**config.mk**
```make
export PLATFORM = sky130hd
export DESIGN_NAME = store_queue_flat
export DESIGN_NICKNAME = d
export VERILOG_FILES = /design/src/rtl/store_queue_pkg.sv /design/src/rtl/store_queue_if.sv /design/src/rtl/store_queue_format.sv /design/src/rtl/store_queue.sv /design/src/flat_wrapper.sv
export SDC_FILE = /design/constraint.sdc
export NUM_CORES = 1
export LEC_CHECK = 0
export ABC_AREA = 1
export BUFFER_PORTS_ARGS = -buffer_cell sky130_fd_sc_hd__buf_2
export CORE_ASPECT_RATIO = 1.2
export CORE_MARGIN = 5
export CORE_UTILIZATION = 60
export CTS_BUF_LIST = sky130_fd_sc_hd__clkbuf_8
export CTS_CLUSTER_DIAMETER = 40
export DETAILED_ROUTE_END_ITERATION = 8
export GPL_TIMING_DRIVEN = 0
export PLACE_DENSITY = 0.83
export SYNTH_ARGS = -nofsm -noshare
export SYNTH_HDL_FRONTEND = slang
export SYNTH_SLANG_ARGS = --single-unit
export TNS_END_PERCENT = 5
```
**constraint.sdc**
```tcl
create_clock -name clk -period 3.2 [get_ports clk]
set_input_delay 0.48 -clock clk [delete_from_list [all_inputs] [get_ports clk]]
set_output_delay 0.48 -clock clk [all_outputs]
set_load 0.01 [all_outputs]
```
**src/rtl/store_queue_pkg.sv**
```systemverilog
// Shared constants and the buffered-entry layout for the store queue.
package store_pkg;

  localparam logic [6:0] OP_STORE = 7'b0100011;

  typedef enum logic [2:0] {
    F3_SB = 3'b000,
    F3_SH = 3'b001,
    F3_SW = 3'b010
  } st_funct3_e;

  // Entry fields are sized for a 32-bit datapath.
  localparam int unsigned ENTRY_XLEN = 32;
  localparam int unsigned ENTRY_NB   = ENTRY_XLEN / 8;

  typedef struct packed {
    logic [ENTRY_XLEN-1:0] addr;
    logic [ENTRY_XLEN-1:0] wdata;
    logic [ENTRY_NB-1:0]   wstrb;
  } sq_entry_t;

endpackage

```
**src/rtl/store_queue_if.sv**
```systemverilog
// Pipeline-side store request channel and memory-side write channel.
interface store_req_if #(
  parameter int XLEN = 32
);
  logic            st_valid;
  logic            st_ready;
  logic [6:0]      opcode;
  logic [2:0]      funct3;
  logic [XLEN-1:0] st_addr;
  logic [XLEN-1:0] st_data;
  logic            st_err;

  modport master (output st_valid, opcode, funct3, st_addr, st_data,
                  input  st_ready, st_err);
  modport slave  (input  st_valid, opcode, funct3, st_addr, st_data,
                  output st_ready, st_err);
endinterface

interface store_mem_if #(
  parameter int XLEN = 32
);
  logic              mem_valid;
  logic              mem_ready;
  logic [XLEN-1:0]   mem_addr;
  logic [XLEN-1:0]   mem_wdata;
  logic [XLEN/8-1:0] mem_wstrb;

  modport master (output mem_valid, mem_addr, mem_wdata, mem_wstrb,
                  input  mem_ready);
  modport slave  (input  mem_valid, mem_addr, mem_wdata, mem_wstrb,
                  output mem_ready);
endinterface

```
**src/rtl/store_queue_format.sv**
```systemverilog
// Decodes a store request into lane-replicated data and byte strobes.
module store_format
  import store_pkg::*;
#(
  parameter int XLEN = 32
) (
  input  logic [6:0]        opcode,
  input  logic [2:0]        funct3,
  input  logic [XLEN-1:0]   addr,
  input  logic [XLEN-1:0]   data,
  output logic [XLEN-1:0]   wdata,
  output logic [XLEN/8-1:0] wstrb,
  output logic              legal,
  output logic              misaligned
);

  localparam int NB = XLEN / 8;

  // Width select: replicate the narrow datum to every lane, strobe only the target lanes.
  always_comb begin
    wdata      = '0;
    wstrb      = '0;
    legal      = 1'b0;
    misaligned = 1'b0;
    if (opcode == OP_STORE) begin
      case (funct3)
        F3_SB: begin
          legal = 1'b1;
          wdata = {NB{data[7:0]}};
          wstrb = NB'(1) << addr[1:0];
        end
        F3_SH: begin
          legal      = 1'b1;
          wdata      = {(NB/2){data[15:0]}};
          wstrb      = NB'(3) << {addr[1], 1'b0};
          misaligned = addr[0];
        end
        F3_SW: begin
          legal      = 1'b1;
          wdata      = data;
          wstrb      = NB'(4'hF);
          misaligned = |addr[1:0];
        end
        default: legal = 1'b0;
      endcase
    end
  end

endmodule

```
**src/rtl/store_queue.sv**
```systemverilog
// Store buffer: formats legal stores, holds them in FIFO order and drains
// them to data memory; also flags loads that alias a buffered word.
module store_queue
  import store_pkg::*;
#(
  parameter int XLEN  = 32,
  parameter int DEPTH = 4
) (
  input  logic            clk,
  input  logic            rst_n,
  store_req_if.slave      req,
  store_mem_if.master     mem,
  input  logic [XLEN-1:0] ld_addr,
  output logic            ld_hit,
  output logic            empty
);

  localparam int NB = XLEN / 8;
  localparam int PW = $clog2(DEPTH);

  logic [XLEN-1:0] fmt_wdata;
  logic [NB-1:0]   fmt_wstrb;
  logic            fmt_legal;
  logic            fmt_misaligned;

  sq_entry_t       entries_q [DEPTH];
  sq_entry_t       entries_d [DEPTH];
  logic [DEPTH-1:0] valid_q, valid_d;
  logic [PW-1:0]   wr_ptr_q, wr_ptr_d;
  logic [PW-1:0]   rd_ptr_q, rd_ptr_d;
  logic            err_q, err_d;

  logic            full;
  logic            accept;
  logic            push;
  logic            pop;
  sq_entry_t       head;

  store_format #(.XLEN(XLEN)) u_format (
    .opcode     (req.opcode),
    .funct3     (req.funct3),
    .addr       (req.st_addr),
    .data       (req.st_data),
    .wdata      (fmt_wdata),
    .wstrb      (fmt_wstrb),
    .legal      (fmt_legal),
    .misaligned (fmt_misaligned)
  );

  // Handshake, occupancy and memory-facing view of the head entry.
  always_comb begin
    full          = &valid_q;
    empty         = ~|valid_q;
    req.st_ready  = rst_n && !full;
    req.st_err    = err_q;
    accept        = req.st_valid && req.st_ready;
    push          = accept && fmt_legal && !fmt_misaligned;
    head          = entries_q[rd_ptr_q];
    mem.mem_valid = !empty;
    pop           = mem.mem_valid && mem.mem_ready;
    mem.mem_addr  = XLEN'(head.addr);
    mem.mem_wdata = XLEN'(head.wdata);
    mem.mem_wstrb = mem.mem_valid ? NB'(head.wstrb) : '0;
  end

  // Next-state for the ring: pop frees the head slot, push fills the tail slot.
  always_comb begin
    entries_d = entries_q;
    valid_d   = valid_q;
    wr_ptr_d  = wr_ptr_q;
    rd_ptr_d  = rd_ptr_q;
    err_d     = accept && (!fmt_legal || fmt_misaligned);
    if (pop) begin
      valid_d[rd_ptr_q] = 1'b0;
      rd_ptr_d          = rd_ptr_q + 1'b1;
    end
    if (push) begin
      valid_d[wr_ptr_q]         = 1'b1;
      entries_d[wr_ptr_q].addr  = ENTRY_XLEN'({req.st_addr[XLEN-1:2], 2'b00});
      entries_d[wr_ptr_q].wdata = ENTRY_XLEN'(fmt_wdata);
      entries_d[wr_ptr_q].wstrb = ENTRY_NB'(fmt_wstrb);
      wr_ptr_d                  = wr_ptr_q + 1'b1;
    end
  end

  // Load aliasing: compare word addresses of every occupied slot.
  always_comb begin
    ld_hit = 1'b0;
    for (int i = 0; i < DEPTH; i++) begin
      if (valid_q[i] && (((XLEN'(entries_q[i].addr) ^ ld_addr) >> 2) == '0)) begin
        ld_hit = 1'b1;
      end
    end
  end

  // Control state; reset drops any buffered entries, even one mid-transfer.
  always_ff @(posedge clk) begin
    if (!rst_n) begin
      valid_q  <= '0;
      wr_ptr_q <= '0;
      rd_ptr_q <= '0;
      err_q    <= 1'b0;
    end else begin
      valid_q  <= valid_d;
      wr_ptr_q <= wr_ptr_d;
      rd_ptr_q <= rd_ptr_d;
      err_q    <= err_d;
    end
  end

  // Entry payload needs no reset; the valid bits qualify it.
  always_ff @(posedge clk) begin
    entries_q <= entries_d;
  end

endmodule

```
**src/flat_wrapper.sv**
```systemverilog
// flat-port wrapper written by rule: the top's interface ports become plain ports
module store_queue_flat import store_pkg::*;
#(
  parameter int XLEN  = 32,
  parameter int DEPTH = 4
)
  (clk, rst_n, ld_addr, ld_hit, empty, req_st_valid, req_opcode, req_funct3, req_st_addr, req_st_data, req_st_ready, req_st_err, mem_mem_valid, mem_mem_addr, mem_mem_wdata, mem_mem_wstrb, mem_mem_ready);
  store_req_if #(.XLEN(XLEN)) req_i ();
  store_mem_if #(.XLEN(XLEN)) mem_i ();
  input  logic clk;
  input  logic rst_n;
  input  logic [XLEN-1:0] ld_addr;
  output logic ld_hit;
  output logic empty;
  input wire logic [$bits(req_i.st_valid)-1:0] req_st_valid;
  input wire logic [$bits(req_i.opcode)-1:0] req_opcode;
  input wire logic [$bits(req_i.funct3)-1:0] req_funct3;
  input wire logic [$bits(req_i.st_addr)-1:0] req_st_addr;
  input wire logic [$bits(req_i.st_data)-1:0] req_st_data;
  output wire logic [$bits(req_i.st_ready)-1:0] req_st_ready;
  output wire logic [$bits(req_i.st_err)-1:0] req_st_err;
  output wire logic [$bits(mem_i.mem_valid)-1:0] mem_mem_valid;
  output wire logic [$bits(mem_i.mem_addr)-1:0] mem_mem_addr;
  output wire logic [$bits(mem_i.mem_wdata)-1:0] mem_mem_wdata;
  output wire logic [$bits(mem_i.mem_wstrb)-1:0] mem_mem_wstrb;
  input wire logic [$bits(mem_i.mem_ready)-1:0] mem_mem_ready;
  assign req_i.st_valid = req_st_valid;
  assign req_i.opcode = req_opcode;
  assign req_i.funct3 = req_funct3;
  assign req_i.st_addr = req_st_addr;
  assign req_i.st_data = req_st_data;
  assign req_st_ready = req_i.st_ready;
  assign req_st_err = req_i.st_err;
  assign mem_mem_valid = mem_i.mem_valid;
  assign mem_mem_addr = mem_i.mem_addr;
  assign mem_mem_wdata = mem_i.mem_wdata;
  assign mem_mem_wstrb = mem_i.mem_wstrb;
  assign mem_i.mem_ready = mem_mem_ready;
  store_queue #(.XLEN(XLEN), .DEPTH(DEPTH)) u_core (.clk(clk), .rst_n(rst_n), .req(req_i), .mem(mem_i), .ld_addr(ld_addr), .ld_hit(ld_hit), .empty(empty));
endmodule
```
Word level (Yosys, flattened, before mapping)
Cells that the tools add are included.
{"block": "totals", "reg_bits": 281, "in_bits": 110, "output_inout_bits": 73, "word_cells": 97}
{"block": "op_classes", "addsub": 2, "magnitude_cmp": 7, "eq_ne": 3, "n_shift": 2, "mux": 31, "bitwise": 9, "n_reduce_logical": 27}
{"operator": "bitwise mux 272 bit", "count": 3}
{"operator": "demux 68 bit (select 2 bit)", "count": 3}
{"operator": "two-way mux 68 bit", "count": 3}
{"operator": "binary-select mux 68 bit (select 2 bit)", "count": 1}
{"operator": "zero test 32 bit", "count": 4}
{"operator": "bitwise XOR 32 bit", "count": 4}
{"operator": "case mux 32 bit (3 select lines)", "count": 1}
{"operator": "two-way mux 36 bit", "count": 1}
{"operator": "two-way mux 32 bit", "count": 1}
{"operator": "two-way mux 4 bit", "count": 5}
{"operator": "logical AND 1 bit", "count": 13}
{"operator": "case mux 4 bit (3 select lines)", "count": 1}
{"operator": "two-way mux 1 bit", "count": 9}
{"operator": "== test 7 x 6 -> 1 bit (second input constant)", "count": 1}
{"operator": ">= comparator 3 bit (second input constant)", "count": 2}
{"operator": "less-than comparator 2 x 3 -> 1 bit (second input constant)", "count": 2}
{"operator": "NOT 2 -> 3 bit", "count": 2}
{"operator": "adder 2 x 1 -> 2 bit (second input constant)", "count": 2}
{"operator": "AND 4 bit", "count": 1}
{"operator": "demux 1 bit (select 2 bit)", "count": 2}
{"operator": ">= comparator 2 x 1 -> 1 bit (second input constant)", "count": 2}
{"operator": "zero test 1 bit", "count": 4}
{"operator": "NOT 4 bit", "count": 1}
{"operator": "OR 4 bit", "count": 1}
{"operator": "other kinds (12)", "count": 12}

Depth between registers and ports, before layout
Gate-level depths: netlist (run 1).
{"block": "logic_depth", "word_depth": 9, "mapped_depth": 10, "depth_no_buf": 10}

Hierarchy
A second synthesis (run 1) with hierarchy kept.
{"block": "hier_totals", "cells_unflattened": 1485, "area_unflattened_um2": 13426.6}
{"module": "store_queue", "instances": 1, "cells_each": 1288, "area_per_inst_um2": 12539.5, "seq_area_each_um2": 8107.8}
{"module": "store_format", "instances": 1, "cells_each": 197, "area_per_inst_um2": 887.1, "seq_area_each_um2": 0.0}

Least setup slack after synthesis (run 1)
No wires, ideal clock.
{"block": "synth_timing", "path_type": "input -> register", "startpoint": "in req_opcode[4]", "endpoint": "reg u_core.entries_q[0] (netlist bit) (enable)", "setup_time_ps": 420, "arrival_time_ps": 2501, "required_ps": 2780, "slack_ps": 279, "cell_stages": 5, "path_buffers": 0, "cell_sequence": "nor3b_2 > nand4_2 > nor2_4 > nand3_1 > inv_1"}
{"block": "synth_between", "elab_chain_len": 4, "word_cells_on_any_way": 6, "cone_classes": "1 x eq/ne; 2 x mux; 3 x reduce/logical"}
{"item": "from (decl)", "line_no": "flat_wrapper.sv:16", "source": "input wire logic [$bits(req_i.opcode)-1:0] req_opcode;"}
{"item": "== test 7 x 6 -> 1 bit (*)", "line_no": "store_queue_format.sv:25", "source": "if (opcode == OP_STORE) begin"}
{"item": "two-way mux 1 bit", "line_no": "store_queue_format.sv:25"}
{"item": "logical AND 1 bit / zero test 1 bit (equally long branches)", "line_no": "store_queue.sv:57", "source": "push = accept && fmt_legal && !fmt_misaligned;"}
{"item": "logical AND 1 bit (*)", "line_no": "store_queue.sv:57"}
{"item": "to (signal assigned)", "line_no": "store_queue.sv:113", "source": "entries_q <= entries_d;"}
{"item": "to (decl)", "line_no": "store_queue.sv:26", "source": "sq_entry_t entries_q [DEPTH];"}
Mark *: on every way between the ends. The rest lies on a longest branch, timed or not.
A chain may end at the register's enable or synchronous reset.

Worst setup path in the final report (run 1)
{"block": "layout_timing", "startpoint": "reg u_core.rd_ptr_q[1]", "endpoint": "out mem_mem_addr[16]"}
{"block": "layout_between", "elab_chain_len": 4}
{"item": "from (decl)", "line_no": "store_queue.sv:30", "source": "logic [PW-1:0] rd_ptr_q, rd_ptr_d;"}
{"item": "from (signal assigned)", "line_no": "store_queue.sv:106", "source": "rd_ptr_q <= rd_ptr_d;"}
{"item": "NOT 2 -> 3 bit (not written as such)", "line_no": "store_queue.sv:58", "source": "head = entries_q[rd_ptr_q];"}
{"item": "binary-select mux 68 bit (select 2 bit)", "line_no": "store_queue.sv:58"}
{"item": "two-way mux 68 bit (not written as such) (2 in a row)", "line_no": "store_queue.sv:58"}
{"item": "to (decl)", "line_no": "flat_wrapper.sv:23", "source": "output wire logic [$bits(mem_i.mem_addr)-1:0] mem_mem_addr;"}
Every way passes these cells. The select of a mux whose other input is x is not followed.

==> results of run 1 <==
==> layout by cell type (no fill, tap or decap), drive strengths merged <==
cell    count
nand2     376
edfxtp    264
nor2      227
buf       199
inv       164
o21ai     157
clkbuf     76
a21oi      73
o22ai      42
nand3      29
clkinv     15
dfxtp       9
a31oi       8
xnor2       8
ha          8
diode       3
nor3b       2
conb        2
nand4       1
or2         1
xor2        1
==> synthesized netlist by cell type <==
cell      number  area share
o21ai_2        3      0.0020
nor2_1       224       0.064
nand2_4        2      0.0017
edfxtp_1     264        0.61
inv_2          3     0.00086
inv_1        149       0.043
nand4_2        1     0.00096
buf_4          3      0.0017
conb_1         1     0.00029
ha_1           8      0.0077
nand3_2        4      0.0031
nand2_2        2     0.00096
xnor2_1        8      0.0054
or2_2          1     0.00048
a31oi_1        8      0.0038
buf_1          4      0.0011
nor2_4         2      0.0017
nor3b_2        2      0.0019
clkinv_2       1     0.00038
clkbuf_1      31      0.0089
o21ai_1        1     0.00038
nor2_2         1     0.00048
xor2_1         1     0.00067
buf_2         11      0.0042
nand3_1       25      0.0096
o22ai_1       42       0.020
dfxtp_1        9       0.014
nand2_1      372        0.11
o21ai_0      153       0.059
a21oi_1       73       0.028
==> power breakdown <==
| part | total (mW) | internal (mW) | switching (mW) |
|---|---|---|---|
| sequential | 3.89 | 3.89 | 0.000503 |
| clock | 2.58 | 1.27 | 1.31 |
| combinational | 0.283 | 0.100 | 0.183 |
==> kinds of logic after synthesis <==
group	synth area share
adder cells (fa/ha/maj)	0.00766
other	0.000287
AND/OR/NAND/NOR	0.192
flip-flops	0.621
AO/OA/AOI/OAI	0.113
XOR/XNOR	0.00604
buffers and inverters	0.0601
==> through the flow <==
| step | instances | hold WS [ns] | TNS [ns] | power, mW | area [um^2] |
|---|---|---|---|---|---|
| 6_report | 1939 | 0.133 | 0 | 6.75 | 15200 |
| 2_1_floorplan | 1410 | 0.469 | 0 | 4.09 | 13100 |
| 3_5_place_dp | 1866 | 0.514 | 0 | 4.24 | 14400 |
| 3_3_place_gp | 1862 | 0.501 | -297.16 | 4.23 | 14300 |
| 4_1_cts | 1936 | 0.115 | 0 | 6.76 | 15100 |
| 5_1_grt | 1937 | 0.118 | 0 | 6.96 | 15100 |
==> layer usage <==
metal  share of wire  routed length (um)  up-vias  global-route usage
met4           0.056                2170        0               0.165
met3            0.10                3890      144              0.0609
met2            0.50               19200      647               0.546
li1                -                   -     5148                   -
met1            0.35               13400     5109               0.355
met5               0                   0        -                   0
==> final timing paths <==
kind / startpoint / endpoint / slack [ns] / depth (start not counted)
worst max-delay path: u_core.rd_ptr_q[1]$_SDFFE_PN0N_ / mem_mem_addr[16] / 0.17 / 6
worst min-delay path: req_st_addr[16] / u_core.entries_q[52]$_DFFE_PP_ / 0.13 / 1
worst max register to register: u_core.valid_q[0]$_SDFF_PN0_ / u_core.entries_q[96]$_DFFE_PP_ / 1.03 / 6
worst min register to register: u_core.valid_q[2]$_SDFF_PN0_ / u_core.valid_q[2]$_SDFF_PN0_ / 0.53 / 2
==> sequential cells by signal (all words and copies together), names as in the netlist <==
| name | count |
|---|---|
| u_core.entries_q | 264 |
| u_core.rd_ptr_q | 2 |
| u_core.req.st_err | 1 |
| u_core.valid_q | 4 |
| u_core.wr_ptr_q | 2 |
==> cell type report <==
class / count / area [um^2]
flip-flops and latches: 273 / 8110
fillers: 1613 / 6400
multi-input cells: 935 / 4170
repair buffers: 182 / 1000
clock buffers: 44 / 606
inverters: 153 / 586
well taps: 274 / 343
plain buffers: 49 / 214
clock inverters: 26 / 116
diodes: 3 / 7.51
==> worst max-delay path, delay by kind of cell (launching register included) <==
kind / cells / cell delay (ns)
compound gates: 2 / 0.41
flops: 1 / 0.35
buf+inv: 4 / 1.25
==> impl_metrics.env, run 1 <==
export IMPL_start_util=0.606
export IMPL_syn_avg_cell_area_um2=9.27
export IMPL_syn_area_um2=13100
export IMPL_finalHoldViolCount=0
export IMPL_drive_above_1_share=0.168
export IMPL_clkTransAtPathRegs_ns=0.07
export IMPL_power_density_nw_per_um2=445
export IMPL_numCtsBuffers=42
export IMPL_vias_per_cell=5.70
export IMPL_start_kind="register"
export IMPL_seq_area_frac_synth=0.621
export IMPL_status="finished clean"
export IMPL_rsz0062_at_grt="false"
export IMPL_cp_max_fo=11
export IMPL_drtAntennaViolNets=0
export IMPL_fin_skew_ns=0.0231
export IMPL_min_period_ns=3.03
export IMPL_irDropWorstVdd_mv=0.445
export IMPL_arrival_ns=2.55
export IMPL_drtIter0Drc=1153
export IMPL_cp_cell_sequence="inv_1 > buf_2 > clkbuf_2 > o21ai_0 > o22ai_1 > buf_2"
export IMPL_finalCritPeriodShare=0.946
export IMPL_yosysUniqueCellTypes=30
export IMPL_synth_warnings=0
export IMPL_die_w_um=145
export IMPL_crit_required_ns=2.72
export IMPL_cpPeakStageDelay_ns=0.42
export IMPL_clock_latency_ns=0.56
export IMPL_worstMarginPinSlew_ns=0.754
export IMPL_hpwl_um=27900
export IMPL_io_pins=183
export IMPL_ys_seq_elements=273
export IMPL_wl_per_cell_um=20.0
export IMPL_drc=0
export IMPL_port_buffers=178
export IMPL_critical_path_class="reg2out"
export IMPL_cp_end_kind="output port"
export IMPL_gr_total_overflow=0
export IMPL_crit_top_cell="buf_2"
export IMPL_hold_buffers=0
export IMPL_syn2layout_area_growth_pct=16.0
export IMPL_fin_nets=1754
export IMPL_fmax_mhz=330
export IMPL_rows=59
export IMPL_design_core_area_um2=21600
export IMPL_hp_class="in2reg"
export IMPL_grt_use_total=0.310
export IMPL_dieArea_um2=24800
export IMPL_dr_pass1_iters=6
export IMPL_cts_resized=0
export IMPL_post_cts_buffers=0
export IMPL_max_cap_violations=0
export IMPL_grt_max_degree=61
export IMPL_final_core_util=0.703
export IMPL_die_h_um=172
export IMPL_routed_wl_um=38700
export IMPL_synthCells=1409
export IMPL_setup_viol=0
export IMPL_p_leak_nw=6.70
export IMPL_clock_path_buffers=3
export IMPL_grt_pass1_wl_um=57800
export IMPL_cpMaxStageDelayCell="buf_2"
export IMPL_cts_tree="yes"
export IMPL_antenna_found_initial=2
export IMPL_cts_htree_levels=2
export IMPL_slew_headroom=0.497
export IMPL_dp_slack_ns=0.577
export IMPL_dr_total_vias=11000
export IMPL_root_buffer="clkbuf_8"
export IMPL_drv_slew=0
export IMPL_grt_pass1_vias=11000
export IMPL_place_gp_congestion=0.984
export IMPL_clock_sinks=273
export IMPL_timing_final_ws_setup_ns=0.173
Note: power is estimated with default switching activity, not from simulation.
==> run 2: changes to the inputs <==
Settings changed: PLACE_DENSITY 0.83 to 0.93, SKIP_CTS_REPAIR_TIMING set to 1.
==> impl_metrics.env, run 2 (synthesis results as in run 1) <==
export IMPL_status="finished, violations left"
export IMPL_violations="negative setup slack"
export IMPL_finalCritPeriodShare=1.02
export IMPL_clock_sinks=273
export IMPL_critical_path_class="reg2out"
export IMPL_fmax_mhz=306
export IMPL_vias_per_cell=5.78
export IMPL_die_w_um=145
export IMPL_arrival_ns=2.78
export IMPL_drtAntennaViolNets=0
export IMPL_rsz0062_at_grt="true"
export IMPL_cts_tree="yes"
export IMPL_clock_latency_ns=0.56
export IMPL_grt_pass1_vias=10900
export IMPL_final_core_util=0.706
export IMPL_place_inst=1866
export IMPL_min_period_ns=3.26
export IMPL_finalHoldViolCount=0
export IMPL_crit_required_ns=2.72
export IMPL_syn2layout_area_growth_pct=16.6
export IMPL_port_buffers=178
export IMPL_gr_total_overflow=0
export IMPL_timing_final_ws_setup_ns=-0.0636
export IMPL_fin_skew_ns=0.0202
export IMPL_largest_register_ffs=264
export IMPL_wl_per_cell_um=20.7
export IMPL_dr_pass1_iters=8
export IMPL_power_density_nw_per_um2=458
export IMPL_max_cap_violations=0
export IMPL_start_util=0.606
export IMPL_drive_above_1_share=0.166
export IMPL_final_fill_count=1605
export IMPL_hold_worst_slack_ns=0.133
export IMPL_grt_max_degree=53
export IMPL_design_core_area_um2=21600
export IMPL_postPlaceCellArea_um2=14400
export IMPL_cts_htree_levels=2
export IMPL_fin_nets=1753
export IMPL_worstMarginPinSlew_ns=0.765
export IMPL_die_h_um=172
export IMPL_drv_slew=0
export IMPL_routed_wl_um=40200
export IMPL_drtIter0Drc=1474
export IMPL_setup_viol=3
export IMPL_final_common_cell="nand2_1"
export IMPL_drc=0
export IMPL_io_pins=183
export IMPL_hpwl_um=29000
export IMPL_dr_total_vias=11200
export IMPL_cp_max_fo=11
export IMPL_antenna_found_initial=3
export IMPL_start_kind="register"
export IMPL_final_cell_mix="nand2_1 (372), edfxtp_1 (264), nor2_1 (224)"
export IMPL_p_leak_nw=6.71
export IMPL_clock_path_buffers=3
export IMPL_irDropWorstVdd_mv=0.316
export IMPL_root_buffer="clkbuf_8"
export IMPL_finalInstanceArea_um2=15200
export IMPL_final_cell_count_no_fill=1945
export IMPL_hp_class="in2reg"
export IMPL_largest_register="u_core.entries_q"
export IMPL_reg_largest_list="u_core.entries_q x264, u_core.valid_q x4"
export IMPL_numCtsBuffers=41
export IMPL_place_gp_congestion=1.05
export IMPL_grt_pass1_wl_um=59700
export IMPL_slew_headroom=0.490
export IMPL_clkTransAtPathRegs_ns=0.06
export IMPL_grt_use_total=0.321
export IMPL_rows=59
export IMPL_cp_end_kind="output port"
export IMPL_dieArea_um2=24800
[run 2: cell types whose count changed in the layout (fill, tap and decap cells not counted), sizes merged]
cell / previous run / this run
clkinv: 15 / 18
bufinv: 0 / 2
diode: 3 / 5
inv: 164 / 162
buf: 199 / 200
clkbuf: 76 / 75
clkinvlp: 0 / 1
[run 2: metal layers]
metal,track usage,routed length [um],vias up,part of all wire
met4,0.156,2080,2,0.052
met3,0.0637,4720,137,0.12
li1,-,-,5158,-
met2,0.555,19800,761,0.49
met1,0.383,13600,5188,0.34
met5,0,13,-,0.00032
[run 2: through the flow]
stage | worst slack [ns] | setup TNS, ns | total power, mW
5_1_grt | -0.181 | -0.281 | 7.15
4_1_cts | 0.00481 | 0 | 6.95
3_5_place_dp | 0.463 | 0 | 4.24
2_1_floorplan | 0.279 | 0 | 4.09
6_report | -0.0636 | -0.127 | 6.97
3_3_place_gp | -1.12 | -286.90 | 4.23
[run 2: cell type report]
type                            instances  area, um^2  share of cell area
Inverter                              153         586              0.0385
Tap cell                              274         343              0.0225
Buffer                                 49         210              0.0138
Sequential cell                       273        8110               0.532
Antenna cell                            5        12.5            0.000822
Multi-Input combinational cell        935        4170               0.274
Clock buffer                           44         606              0.0398
Timing Repair Buffer                  182        1000              0.0657
Clock inverter                         30         191              0.0126
[run 2: path summary, 6_finish.rpt]
check / startpoint / endpoint / slack (ns) / cells past startpoint
worst max-delay path: u_core.rd_ptr_q[1]$_SDFFE_PN0N_ / mem_mem_addr[15] / -0.06 / 6
worst min-delay path: req_st_addr[24] / u_core.entries_q[60]$_DFFE_PP_ / 0.13 / 1
worst max register to register: u_core.valid_q[3]$_SDFF_PN0_ / u_core.entries_q[113]$_DFFE_PP_ / 0.90 / 6
worst min register to register: u_core.valid_q[1]$_SDFF_PN0_ / u_core.valid_q[1]$_SDFF_PN0_ / 0.56 / 2
[run 2: report_power, final]
group | switching [mW] | internal, mW | total, mW
Combinational | 0.188 | 0.100 | 0.288
Sequential | 0.000446 | 3.88 | 3.88
Clock | 1.35 | 1.44 | 2.80
[run 2: worst max-delay path: stages (launching register included)]
cell and delay (ns):
dfxtp_1 0.35, inv_1 0.27, buf_2 0.37, clkbuf_1 0.51
o21ai_0 0.18, o22ai_1 0.32, buf_2 0.21
==> run 3: changes to the inputs <==
Settings changed: ABC_AREA 1 to unset, CORE_UTILIZATION 60 to 59, PLACE_DENSITY 0.93 to 0.92.
==> impl_metrics.env, run 3 <==
export IMPL_synth_flop_cell="edfxtp_1"
export IMPL_finalInstanceArea_um2=14100
export IMPL_drive_above_1_share=0.312
export IMPL_start_util=0.600
export IMPL_irDropWorstVdd_mv=0.398
export IMPL_gr_total_overflow=0
export IMPL_grt_pass1_wl_um=41900
export IMPL_synth_edff_count=264
export IMPL_setup_viol=0
export IMPL_finalCritPeriodShare=0.933
export IMPL_numCtsBuffers=41
export IMPL_hp_start="req_st_addr[16]"
export IMPL_ys_async_sr_fraction=0
export IMPL_synth_top_cell_area_share=0.653
export IMPL_cts_tree="yes"
export IMPL_grt_max_degree=46
export IMPL_dieArea_um2=23600
export IMPL_min_period_ns=2.99
export IMPL_reg_largest_list="u_core.entries_q x264, u_core.valid_q x4"
export IMPL_final_cell_count_no_fill=1236
export IMPL_clock_path_buffers=3
export IMPL_cp_max_fo=10
export IMPL_root_buffer="clkbuf_8"
export IMPL_drc=0
export IMPL_synth_area_leaders="edfxtp_1 (65%), mux4_2 (12%), xnor2_1 (5.6%)"
export IMPL_hp_class="in2reg"
export IMPL_dr_total_vias=7251
export IMPL_dr_pass1_iters=5
export IMPL_place_inst=1163
export IMPL_critPathBufInv=4
export IMPL_largest_register_ffs=264
export IMPL_synthMostInstantiatedCell="edfxtp_1"
export IMPL_r2r_end="u_core.entries_q[181]$_DFFE_PP_"
export IMPL_final_common_cell="edfxtp_1"
export IMPL_io_pins=183
export IMPL_hpwl_um=20200
export IMPL_fmax_mhz=335
export IMPL_rows=57
export IMPL_synthCells=732
export IMPL_largest_register="u_core.entries_q"
export IMPL_cpPeakStageDelay_ns=0.57
export IMPL_routed_wl_um=28000
export IMPL_cp_end_kind="output port"
export IMPL_worstMarginPinSlew_ns=0.766
export IMPL_synth_top_area_cell="edfxtp_1"
export IMPL_rr_worst_depth=5
export IMPL_ys_seq_elements=273
export IMPL_critical_path_top_delay_family="buffers and inverters"
export IMPL_grt_use_total=0.236
export IMPL_clock_sinks=273
export IMPL_port_buffers=161
export IMPL_p_leak_nw=4.84
export IMPL_wl_per_cell_um=22.7
export IMPL_seq_area_frac_synth=0.668
export IMPL_yosysUniqueCellTypes=31
export IMPL_fin_nets=1059
export IMPL_antenna_found_initial=2
export IMPL_hold_worst_slack_ns=0.161
export IMPL_design_core_area_um2=20300
export IMPL_start_kind="register"
export IMPL_rsz0062_at_grt="false"
export IMPL_holdPathStages=1
export IMPL_reg2reg_from="u_core.valid_q[0]$_SDFF_PN0_"
export IMPL_place_gp_congestion=0.935
export IMPL_critical_path_class="reg2out"
export IMPL_slew_headroom=0.489
export IMPL_status="finished clean"
export IMPL_drtAntennaViolNets=0
export IMPL_syn_area_um2=12100
export IMPL_clkTransAtPathRegs_ns=0.06
export IMPL_hold_path_end="u_core.entries_q[52]$_DFFE_PP_"
export IMPL_crit_required_ns=2.72
export IMPL_arrival_ns=2.51
export IMPL_die_w_um=141
export IMPL_finalHoldViolCount=0
export IMPL_postPlaceCellArea_um2=13400
export IMPL_synth_common_cells="edfxtp_1 (264), xnor2_1 (78), mux4_2 (66), nor2_1 (52)"
export IMPL_grt_pass1_vias=7495
export IMPL_cp_cell_sequence="clkbuf_1 > buf_4 > clkbuf_4 > mux4_2 > buf_2"
export IMPL_fin_skew_ns=0.00760
export IMPL_final_cell_mix="edfxtp_1 (264), buf_2 (168), xnor2_1 (78)"
export IMPL_max_cap_violations=0
export IMPL_drtIter0Drc=535
export IMPL_drv_slew=0
export IMPL_syn_avg_cell_area_um2=16.6
export IMPL_reg2reg_slack_ns=0.80
export IMPL_cpMaxStageDelayCell="mux4_2"
export IMPL_power_density_nw_per_um2=475
export IMPL_die_h_um=167
export IMPL_clock_latency_ns=0.53
export IMPL_vias_per_cell=5.87
export IMPL_synth_warnings=0
export IMPL_syn2layout_area_growth_pct=16.5
export IMPL_cts_htree_levels=2
[run 3: cell type report]
type / instances / area [um^2]
clock inverters: 27 / 143
flip-flops and latches: 273 / 8110
diodes: 3 / 7.51
inverters: 11 / 41.3
repair buffers: 165 / 908
clock buffers: 43 / 592
multi-input cells: 402 / 3810
fillers: 1334 / 6110
plain buffers: 47 / 206
well taps: 265 / 332
[run 3: how the worst max path moves through the flow]
stage                                          startpoint                         endpoint  slack [ns]  depth (start not counted)
after floorplan                             req_opcode[4]  u_core.entries_q[136]$_DFFE_PP_       -0.15                          4
after global placement                      req_opcode[4]  u_core.entries_q[254]$_DFFE_PP_       -1.57                          5
after detailed placement                    req_opcode[4]  u_core.entries_q[186]$_DFFE_PP_        0.37                          6
after CTS                 u_core.rd_ptr_q[1]$_SDFFE_PN0N_                 mem_mem_addr[26]       -0.06                          5
after global routing      u_core.rd_ptr_q[0]$_SDFFE_PN0N_                 mem_mem_addr[26]        0.03                          5
final                     u_core.rd_ptr_q[0]$_SDFFE_PN0N_                 mem_mem_addr[26]        0.21                          5
[run 3: per-stage QoR]
step	setup slack [ns]	setup TNS, ns	util	power, mW
after global routing	0.0268	0	0.698	6.96
after CTS	-0.0621	-0.227	0.698	6.76
after global placement	-1.57	-244.07	0.656	4.23
after floorplan	-0.148	-19.62	-	4.10
final	0.214	0	0.699	6.72
after detailed placement	0.373	0	0.662	4.24
[run 3: report_power, final]
| part | internal, mW | switching, mW |
|---|---|---|
| registers | 3.89 | 0.000358 |
| clock network | 1.32 | 1.23 |
| logic | 0.116 | 0.168 |
| total | 5.32 | 1.40 |
[run 3: cell families (layout without fill, tap and decap cells)]
group | count (synthesis) | after routing | share of synthesized area
XOR/XNOR | 122 | 122 | 0.0880
buffers and inverters | 58 | 293 | 0.0198
AND/OR/NAND/NOR | 145 | 145 | 0.0656
AO/OA/AOI/OAI | 58 | 58 | 0.0273
adder cells (fa/ha/maj) | 8 | 8 | 0.00824
other | 1 | 5 | 0.000309
multiplexers | 67 | 67 | 0.123
flip-flops | 273 | 273 | 0.668
[run 3: per-layer routing]
metal	GRT usage	up-vias	routed length [um]
li1	-	3218	-
met1	0.284	3548	9660
met2	0.408	416	14600
met3	0.0610	67	2760
met4	0.0973	2	1060
met5	0	-	11
[run 3: worst register-to-register path: stages, from the launching register on]
cell      delay, ns
dfxtp_1        0.36
nand4_1        0.22
nand4_1        0.18
a211oi_4       0.43
and2_4         0.56
buf_12         0.33
